<file path="src/rtl/change_dispenser_if.sv">
// change_dispenser_if
//   Bundles the request, hopper handshake and status signals of the change
//   dispenser so the block can be connected with a single port.
//   master : the purchase logic / hopper side (drives start, change digits, coin_ack)
//   slave  : the dispenser itself (drives coin offer, status and remaining amount)
//   Signals:
//     start, change_0..3   request and BCD amount (units..thousands)
//     coin_ack             hopper accepted the offered coin
//     coin_valid, coin_code  coin offer and its denomination
//     busy, done, error    payout status
//     rem_0..3             BCD remaining amount (units..thousands)
interface change_dispenser_if;
  logic       start;
  logic [3:0] change_0;
  logic [3:0] change_1;
  logic [3:0] change_2;
  logic [3:0] change_3;
  logic       coin_ack;
  logic       coin_valid;
  logic [2:0] coin_code;
  logic       busy;
  logic       done;
  logic       error;
  logic [3:0] rem_0;
  logic [3:0] rem_1;
  logic [3:0] rem_2;
  logic [3:0] rem_3;

  modport master (
    output start, change_0, change_1, change_2, change_3, coin_ack,
    input  coin_valid, coin_code, busy, done, error, rem_0, rem_1, rem_2, rem_3
  );

  modport slave (
    input  start, change_0, change_1, change_2, change_3, coin_ack,
    output coin_valid, coin_code, busy, done, error, rem_0, rem_1, rem_2, rem_3
  );
endinterface

</file>
<file path="src/rtl/change_dispenser.sv">
// change_dispenser
//   Pays out a 4-digit BCD change amount as 5/10/20/50 coins, one coin per
//   hopper handshake, always choosing the largest coin that still fits.
//   Coin codes: 000=5, 001=10, 011=20, 100=50.
//   Ports:
//     clk  rising-edge clock
//     rst  synchronous active-high reset
//     bus  change_dispenser_if.slave (request, hopper handshake, status, remainder)
//   Parameters:
//     ACK_TIMEOUT  cycles an offer may wait for coin_ack before aborting (>=2)
//     TO_W         width of the timeout counter, must hold ACK_TIMEOUT-1
module change_dispenser #(
  parameter int ACK_TIMEOUT = 1000,
  parameter int TO_W        = 10
) (
  input logic           clk,
  input logic           rst,
  change_dispenser_if.slave bus
);

  typedef enum logic [1:0] {IDLE, CALC, OFFER, DONE} state_t;

  localparam logic [2:0]      COIN_5  = 3'b000;
  localparam logic [2:0]      COIN_10 = 3'b001;
  localparam logic [2:0]      COIN_20 = 3'b011;
  localparam logic [2:0]      COIN_50 = 3'b100;
  localparam logic [TO_W-1:0] TO_LAST = TO_W'(ACK_TIMEOUT - 1);

  state_t          state_q, state_d;
  logic [15:0]     rem_q, rem_d;
  logic            coin_valid_q, coin_valid_d;
  logic [2:0]      coin_code_q, coin_code_d;
  logic            busy_q, busy_d;
  logic            done_q, done_d;
  logic            error_q, error_d;
  logic [TO_W-1:0] to_cnt_q, to_cnt_d;

  logic            bad_amount;
  logic [2:0]      greedy_code;

  // Removes one coin from a BCD remainder. Under the greedy choice only the
  // 50 coin can need a borrow, and it never underflows the thousands digit.
  function automatic logic [15:0] pay_coin(input logic [15:0] r, input logic [2:0] code);
    logic [3:0] u, t, h, k;
    {k, h, t, u} = r;
    case (code)
      COIN_5:  u = 4'd0;
      COIN_10: t = t - 4'd1;
      COIN_20: t = t - 4'd2;
      default: begin
        if (t >= 4'd5) begin
          t = t - 4'd5;
        end else begin
          t = t + 4'd5;
          if (h == 4'd0) begin
            h = 4'd9;
            k = k - 4'd1;
          end else begin
            h = h - 4'd1;
          end
        end
      end
    endcase
    return {k, h, t, u};
  endfunction

  // A remainder is only payable if every digit is decimal and the units can
  // be covered by the 5 coin.
  assign bad_amount = (rem_q[15:12] > 4'd9) || (rem_q[11:8] > 4'd9) ||
                      (rem_q[7:4] > 4'd9) || (rem_q[3:0] > 4'd9) ||
                      ((rem_q[3:0] != 4'd0) && (rem_q[3:0] != 4'd5));

  assign greedy_code = ((rem_q[15:8] != 8'd0) || (rem_q[7:4] >= 4'd5)) ? COIN_50 :
                       (rem_q[7:4] >= 4'd2) ? COIN_20 :
                       (rem_q[7:4] >= 4'd1) ? COIN_10 : COIN_5;

  // Next-state and registered-output logic. An ack arriving on the same
  // edge as the timeout is checked first so it takes precedence.
  always_comb begin
    state_d      = state_q;
    rem_d        = rem_q;
    coin_valid_d = coin_valid_q;
    coin_code_d  = coin_code_q;
    busy_d       = busy_q;
    done_d       = 1'b0;
    error_d      = error_q;
    to_cnt_d     = to_cnt_q;
    case (state_q)
      IDLE: begin
        if (bus.start) begin
          rem_d   = {bus.change_3, bus.change_2, bus.change_1, bus.change_0};
          error_d = 1'b0;
          busy_d  = 1'b1;
          state_d = CALC;
        end
      end
      CALC: begin
        if (bad_amount) begin
          error_d = 1'b1;
          done_d  = 1'b1;
          state_d = DONE;
        end else if (rem_q == 16'd0) begin
          done_d  = 1'b1;
          state_d = DONE;
        end else begin
          coin_code_d  = greedy_code;
          coin_valid_d = 1'b1;
          to_cnt_d     = '0;
          state_d      = OFFER;
        end
      end
      OFFER: begin
        if (bus.coin_ack) begin
          rem_d        = pay_coin(rem_q, coin_code_q);
          coin_valid_d = 1'b0;
          to_cnt_d     = '0;
          state_d      = CALC;
        end else if (to_cnt_q == TO_LAST) begin
          coin_valid_d = 1'b0;
          to_cnt_d     = '0;
          error_d      = 1'b1;
          done_d       = 1'b1;
          state_d      = DONE;
        end else begin
          to_cnt_d = to_cnt_q + 1'b1;
        end
      end
      DONE: begin
        busy_d  = 1'b0;
        state_d = IDLE;
      end
      default: begin
        coin_valid_d = 1'b0;
        busy_d       = 1'b0;
        state_d      = IDLE;
      end
    endcase
  end

  // State and output registers; reset drops any pending offer immediately
  // and suppresses the done pulse.
  always_ff @(posedge clk) begin
    if (rst) begin
      state_q      <= IDLE;
      rem_q        <= '0;
      coin_valid_q <= 1'b0;
      coin_code_q  <= '0;
      busy_q       <= 1'b0;
      done_q       <= 1'b0;
      error_q      <= 1'b0;
      to_cnt_q     <= '0;
    end else begin
      state_q      <= state_d;
      rem_q        <= rem_d;
      coin_valid_q <= coin_valid_d;
      coin_code_q  <= coin_code_d;
      busy_q       <= busy_d;
      done_q       <= done_d;
      error_q      <= error_d;
      to_cnt_q     <= to_cnt_d;
    end
  end

  assign bus.coin_valid = coin_valid_q;
  assign bus.coin_code  = coin_code_q;
  assign bus.busy       = busy_q;
  assign bus.done       = done_q;
  assign bus.error      = error_q;
  assign bus.rem_0      = rem_q[3:0];
  assign bus.rem_1      = rem_q[7:4];
  assign bus.rem_2      = rem_q[11:8];
  assign bus.rem_3      = rem_q[15:12];

endmodule

</file>
<file path="src/flat_wrapper.sv">
// flat-port wrapper written by rule: the top's interface ports become plain ports
module change_dispenser_flat 
#(
  parameter int ACK_TIMEOUT = 1000,
  parameter int TO_W        = 10
)
  (clk, rst, bus_start, bus_change_0, bus_change_1, bus_change_2, bus_change_3, bus_coin_ack, bus_coin_valid, bus_coin_code, bus_busy, bus_done, bus_error, bus_rem_0, bus_rem_1, bus_rem_2, bus_rem_3);
  change_dispenser_if bus_i ();
  input logic clk;
  input logic rst;
  input wire logic [$bits(bus_i.start)-1:0] bus_start;
  input wire logic [$bits(bus_i.change_0)-1:0] bus_change_0;
  input wire logic [$bits(bus_i.change_1)-1:0] bus_change_1;
  input wire logic [$bits(bus_i.change_2)-1:0] bus_change_2;
  input wire logic [$bits(bus_i.change_3)-1:0] bus_change_3;
  input wire logic [$bits(bus_i.coin_ack)-1:0] bus_coin_ack;
  output wire logic [$bits(bus_i.coin_valid)-1:0] bus_coin_valid;
  output wire logic [$bits(bus_i.coin_code)-1:0] bus_coin_code;
  output wire logic [$bits(bus_i.busy)-1:0] bus_busy;
  output wire logic [$bits(bus_i.done)-1:0] bus_done;
  output wire logic [$bits(bus_i.error)-1:0] bus_error;
  output wire logic [$bits(bus_i.rem_0)-1:0] bus_rem_0;
  output wire logic [$bits(bus_i.rem_1)-1:0] bus_rem_1;
  output wire logic [$bits(bus_i.rem_2)-1:0] bus_rem_2;
  output wire logic [$bits(bus_i.rem_3)-1:0] bus_rem_3;
  assign bus_i.start = bus_start;
  assign bus_i.change_0 = bus_change_0;
  assign bus_i.change_1 = bus_change_1;
  assign bus_i.change_2 = bus_change_2;
  assign bus_i.change_3 = bus_change_3;
  assign bus_i.coin_ack = bus_coin_ack;
  assign bus_coin_valid = bus_i.coin_valid;
  assign bus_coin_code = bus_i.coin_code;
  assign bus_busy = bus_i.busy;
  assign bus_done = bus_i.done;
  assign bus_error = bus_i.error;
  assign bus_rem_0 = bus_i.rem_0;
  assign bus_rem_1 = bus_i.rem_1;
  assign bus_rem_2 = bus_i.rem_2;
  assign bus_rem_3 = bus_i.rem_3;
  change_dispenser #(.ACK_TIMEOUT(ACK_TIMEOUT), .TO_W(TO_W)) u_core (.clk(clk), .rst(rst), .bus(bus_i));
endmodule
</file>
<file path="config.mk">
export PLATFORM = sky130hd
export DESIGN_NAME = change_dispenser_flat
export DESIGN_NICKNAME = d
export VERILOG_FILES = /design/src/rtl/change_dispenser_if.sv /design/src/rtl/change_dispenser.sv /design/src/flat_wrapper.sv
export SDC_FILE = /design/constraint.sdc
export NUM_CORES = 1
export LEC_CHECK = 0
export ABC_AREA = 1
export CAP_MARGIN = 25
export CORE_UTILIZATION = 40
export CTS_CLUSTER_SIZE = 28
export DETAILED_ROUTE_END_ITERATION = 8
export PLACE_DENSITY = 0.65
export SYNTH_ARGS = -nofsm -noshare
export SYNTH_HDL_FRONTEND = slang
export SYNTH_SLANG_ARGS = --single-unit
</file>
<file path="constraint.sdc">
create_clock -name clk -period 1.85 [get_ports clk]
set_clock_uncertainty 0.1 [all_clocks]
set_input_delay 0.37 -clock clk [delete_from_list [all_inputs] [get_ports clk]]
set_output_delay 0.37 -clock clk [all_outputs]
set_load 0.02 [all_outputs]
</file>
Word level (Yosys, flattened, before mapping):

Index checks and enable logic that the tools add are counted.

* register bits after elaboration: 35
* latch bits: 0
* RAM bits: 0
* memory bits (read-only): 0
* input port bits: 20
* output and inout port bits: 23
* logic and storage cells: 117
* memories: 0

* add/subtract/negate cells: 7
* multiply operators: 0
* divide/modulo/power cells: 0
* magnitude comparators: 7
* equal/unequal tests: 20
* shift-type cells: 0
* mux-type cells: 43
* bitwise logic cells: 2
* reduce and logical (&&, ||, !) cells: 27

Operators with widths (count)
* $mux W10: 4
* $mux W16: 2
* $mux W4: 8
* $pmux W16 S2: 1
* $pmux W10 S2: 1
* $ne A2 B2 Y1 const B: 9
* $gt A4 B4 Y1 const B: 4
* $logic_not A16 Y1: 1
* $mux W1: 15
* $pmux W4 S3: 1
* $reduce_and A4 Y1: 3
* $sub A4 B1 Y4 const B: 3
* $add A10 B1 Y10 const B: 1
* $eq A10 B10 Y1 const B: 1
* $reduce_and A5 Y1: 2
* $mux W2: 4
* $pmux W2 S4: 1
* $reduce_bool A8 Y1: 1
* $mux W3: 2
* $ne A2 B1 Y1 const B: 3
* $pmux W1 S2: 3
* $reduce_and A3 Y1: 2
* $reduce_and A6 Y1: 1
* $reduce_bool A2 Y1: 3
* 23 further kinds: 30

Depth between registers and ports, before layout:

* depth in word-level cells: 7
* gate-level depth with buffers: 12
* mapped depth without buffers: 12

Least setup slack after synthesis:

OpenSTA, ideal clock, no wires.

* path kind: register to register
* start: reg u_core.rem_q[5]
* end: reg u_core.rem_q[13]
* arrival time: 1.727 ns
* required time: 1.630 ns
* slack: -0.096 ns
* stages on the path, launching flop included: 13
* buffers on the path: 0
* period minus slack after synthesis: 1.946 ns
* path through: dfxtp_1 > inv_1 > ha_1 > inv_1 > nand2_1 > nand2_1 > nand2_1 > nand2_1 > nand3_2 > nor2_4 > inv_2 > o21ai_1 > a21oi_1

* word-level cells in the longest chain between the ends: 3

Ends and longest elaborated chain
* start: declaration: line change_dispenser.sv:30 `logic [15:0] rem_q, rem_d;`
* start signal: assignment: line change_dispenser.sv:154 `rem_q <= rem_d;`
* $ge A4 B3 Y1: line change_dispenser.sv:51 `if (t >= 4'd5) begin`
* $ne A2 B2 Y1 (no source line)
* $reduce_and A6 Y1 (no source line)

No other way between the ends.
A chain may end at the register's enable or synchronous reset.

Worst setup path after layout:

* start: reg u_core.coin_code_q[1], in the netlist u_core.bus.coin_code[1]
* end: out bus_coin_code[1]

RTL lines
* start: declaration: line change_dispenser.sv:32 `logic [2:0] coin_code_q, coin_code_d;`
* start signal: assignment: line change_dispenser.sv:156 `coin_code_q <= coin_code_d;`
* end: declaration: line flat_wrapper.sv:18 `output wire logic [$bits(bus_i.coin_code)-1:0] bus_coin_code;`

No word-level cell between the ends.

==> results list <==
- Run status: finished, final reports clean
- Yosys mapped the design onto 40 distinct sky130hd cell types.
* Core Rows: 28
- Effective utilization at floorplan: 42.6%
- Top metal layer carrying routed signals: met4
- Max Clock Freq: 551 MHz
* Setup violations, final: 0
- In the synthesized netlist the dominant register cell turns out to be dfxtp_1.
* Startpoint kind of the worst setup timing path: flop
- Number of enable flip-flop cells after synthesis: 0
* Number of slew-limit violations in the final report: 0
- Setup repair after global routing missed its margin: yes
- Critical path, cell by cell: clkdlybuf4s50_1
* Post-Syn Area per Cell: 6.75 µm²
- The clock passes through at most 2 buffers.
- Worst path buffer plus inverter count: 1
* Crit share post-route: 98.1%
* Die height: 82.3 µm
- The library cells used most frequently in the layout, excluding fill and tap cells, are 75 x nand2_1, 44 x nor2_1, 33 x inv_1.
* Most common cell after layout, fill and taps aside: nand2_1
- The Yosys step of the flow raised 0 warnings.
- Highest fanout seen on the critical path: 5
- Detailed routing placed a total of 192 µm of wire on met3.
- RR Endpoint: u_core.rem_q[12]
- For this run, design rule violations remaining after detail routing come to 0.
- The die is 82.3 µm wide.
- Data on the critical path arrives at its endpoint at 1.34 ns.
- Sequential share of the synthesized area: 27.2%
- Detailed placement ended at an HPWL of 5.12 mm.
- The largest total area in the synthesized netlist belongs to dfxtp_1.
- Leakage power figure: 1.47 nW
* Gp weighted congestion: 0.881
- The count of nets left with antenna violations once routing finished came out at 0.
- Worst min path class: flop to flop
* Pin count of the biggest net entering global routing: 25
- Routed length per placed instance: 13.0 µm
- Layout-stage area growth over the synthesis result: 28.9%
* Worst Hold Endpoint: u_core.bus.coin_valid
* Quantity of I/O buffers inserted on ports: 42
- Global routing used 21.7% of the available tracks across all layers.
* Number of ports placed on the die boundary: 43
- The number of hold-slack violations in the final timing report is 0.
* Worst hold margin: 0.366 ns
- The cell family contributing the most delay on the critical path is buffers and inverters.
- Fraction of final layout cells sized beyond drive strength 1: 19.9%
- Once layout is complete, the utilization of the core stands at 54.9%.
- Clock tree from TritonCTS: built
- Detailed routing placed a total of 3.35 mm of wire on met2.
* CTS root buffer: clkbuf_8
- Path depth of the worst reg2reg path: 12
* Worst path max stage delay: 0.63 ns
- Dividing the detail-routed via count by the number of cells gives 5.14.
- Required time of the worst setup path: 1.38 ns
* Slowest cell on the critical path: clkdlybuf4s50_1
- In this run the power density over the cells is 1610 nW/µm².
* Via total after detailed routing: 2665
- H-tree depth: 2
- Fill cells in the final layout number 606.
- Total die area: 6770 µm²
* Wire length of the first global-routing pass: 11.3 mm
* Worst hold path startpoint: u_core.bus.coin_valid
* Pre-CTS worst setup slack: -0.162 ns
* Headroom to the max-slew limit: 77.1%
- The number of antenna violations at the first check in global routing came to 0.
* Clock sink count: 35
- Classification of the worst setup path: flop to primary output
* Clock insertion delay at the later pin of the skew report: 0.30 ns
- M1 wire length: 3.08 mm
- Clock tree synthesis inserted a total of 5 buffers.
- The smallest clock period supported by the final layout is computed as 1.81 ns.
- Drt first pass iters: 4
- Of all flip-flops after synthesis, the portion carrying an async set or reset was 0%.
- Sum of overflow across all layers after global routing: 0
* Via count of the first global-routing pass: 2515
* Power consumption: 5.34 mW
- After synthesis the netlist holds a flip-flop and latch count of 35.
* Netlist area before placement: 2580 µm²
* Detailed Route Iter0 Violations: 97
- Worst Tran Pin Value: 0.344 ns
* Synth Instances: 382
- Final worst slack: 0.0355 ns
* Routed wire length: 6.75 mm
* Core area: 6060 µm²
* Max-capacitance violation count: 0
- After synthesis, the cell types taking the most area are dfxtp_1 27%, nand2_1 11%, ha_1 8.7%.
- Clock-pin slew was measured on the worst setup and hold paths at 0.08 ns.
- Setup total negative slack on the finished layout was measured at 0 ns.
- Setup crit end kind: primary output
* Synth top area share: 27.2%
- Number of cells on the worst hold path: 2
* Mapped Nets: 420
- At the end of the flow, the number of nets in the layout was 480.
- For flop-to-flop paths, the worst setup slack is 0.12 ns.
- The startpoint identified for the worst register-to-register timing path is u_core.rem_q[5].
* Number of diodes: 0
- Peak supply drop: 0.837 mV
## how the worst max path moves through the flow
stage	cells after the start	startpoint	to	slack, ns
after floorplan	12	u_core.rem_q[5]	u_core.rem_q[13]	0.06
after global placement	10	bus_start	u_core.rem_q[13]	-0.11
after detailed placement	10	bus_start	u_core.rem_q[12]	-0.16
after CTS	1	u_core.rem_q[7]	bus_rem_1[3]	0.001
after global routing	10	u_core.state_q[0]	u_core.rem_q[13]	-0.01
final	1	u_core.bus.coin_code[1]	bus_coin_code[1]	0.04
## sequential cells by signal, indices dropped and copies added, names as in the netlist
| register | count |
|---|---|
| u_core.to_cnt_q | 10 |
| u_core.bus.busy | 1 |
| u_core.rem_q | 16 |
| u_core.bus.done | 1 |
| u_core.bus.error | 1 |
| u_core.bus.coin_code | 3 |
| u_core.bus.coin_valid | 1 |
| u_core.state_q | 2 |
## metrics by stage
stage	instance area, µm²	std cells
floorplan	2580	382
global placement	3190	509
detailed placement	3190	509
CTS	3270	517
global route	3320	518
finish	3320	518
## metal layers
layer / global-route usage, % / up-vias
li1: - / 1377
met3: 3.85 / 14
met4: 9.65 / 0
met5: 0 / -
met1: 25.8 / 1235
met2: 37.9 / 39
## report_power, final
part	internal, mW	switching (mW)	leakage (nW)	total [mW]
Clock	0.264	0.289	0.0422	0.553
Combinational	1.42	2.13	1.14	3.55
Sequential	0.991	0.249	0.289	1.24
## cells by family (layout without fill, tap and decap cells)
group | Yosys count | in the layout | share of synthesized area [%]
AO/OA/AOI/OAI | 74 | 74 | 17.3
XOR/XNOR | 4 | 4 | 1.36
adder cells (fa/ha/maj) | 18 | 18 | 8.73
buffers and inverters | 56 | 116 | 9.60
flip-flops | 35 | 35 | 27.2
multiplexers | 1 | 1 | 0.388
AND/OR/NAND/NOR | 194 | 195 | 35.5
## cell usage after synthesis (2+ instances only)
library cell	number
inv_1	36
nor3_1	8
nor2_1	44
a21oi_1	22
nand3_2	3
o21ai_1	6
nand2_4	2
clkbuf_1	6
a211oi_1	4
xnor2_1	2
o21ai_0	23
a21oi_2	9
o31ai_1	2
nand4_1	10
nand3_1	25
nand2_2	13
nor2_4	2
inv_2	6
dfxtp_1	35
ha_1	18
a21o_1	2
buf_6	2
o21bai_1	2
clkinv_1	2
nor4_1	2
nor2_2	3
nand2_1	79
xor2_1	2
## area by class of cell
cell class	count	area, µm²	area share (%)
clock buffer	7	76.3	2.30
tap	75	93.8	2.82
sequential	35	708	21.3
multi-input combinational	292	1670	50.3
timing repair buffer	64	603	18.1
clock inverter	1	5.00	0.151
inverter	44	165	4.97
## repair_timing
item | 4_1_cts | 5_1_grt
gates resized for setup | 8 | 21
endpoints found under the hold margin | 0 | 0
pin swaps | 0 | 5
cloned | 0 | 1
hold buffers | 0 | 0
buffers inserted | 0 | 0
setup endpoints to repair | 7 | 31
Note: power is estimated with default switching activity, not from simulation.
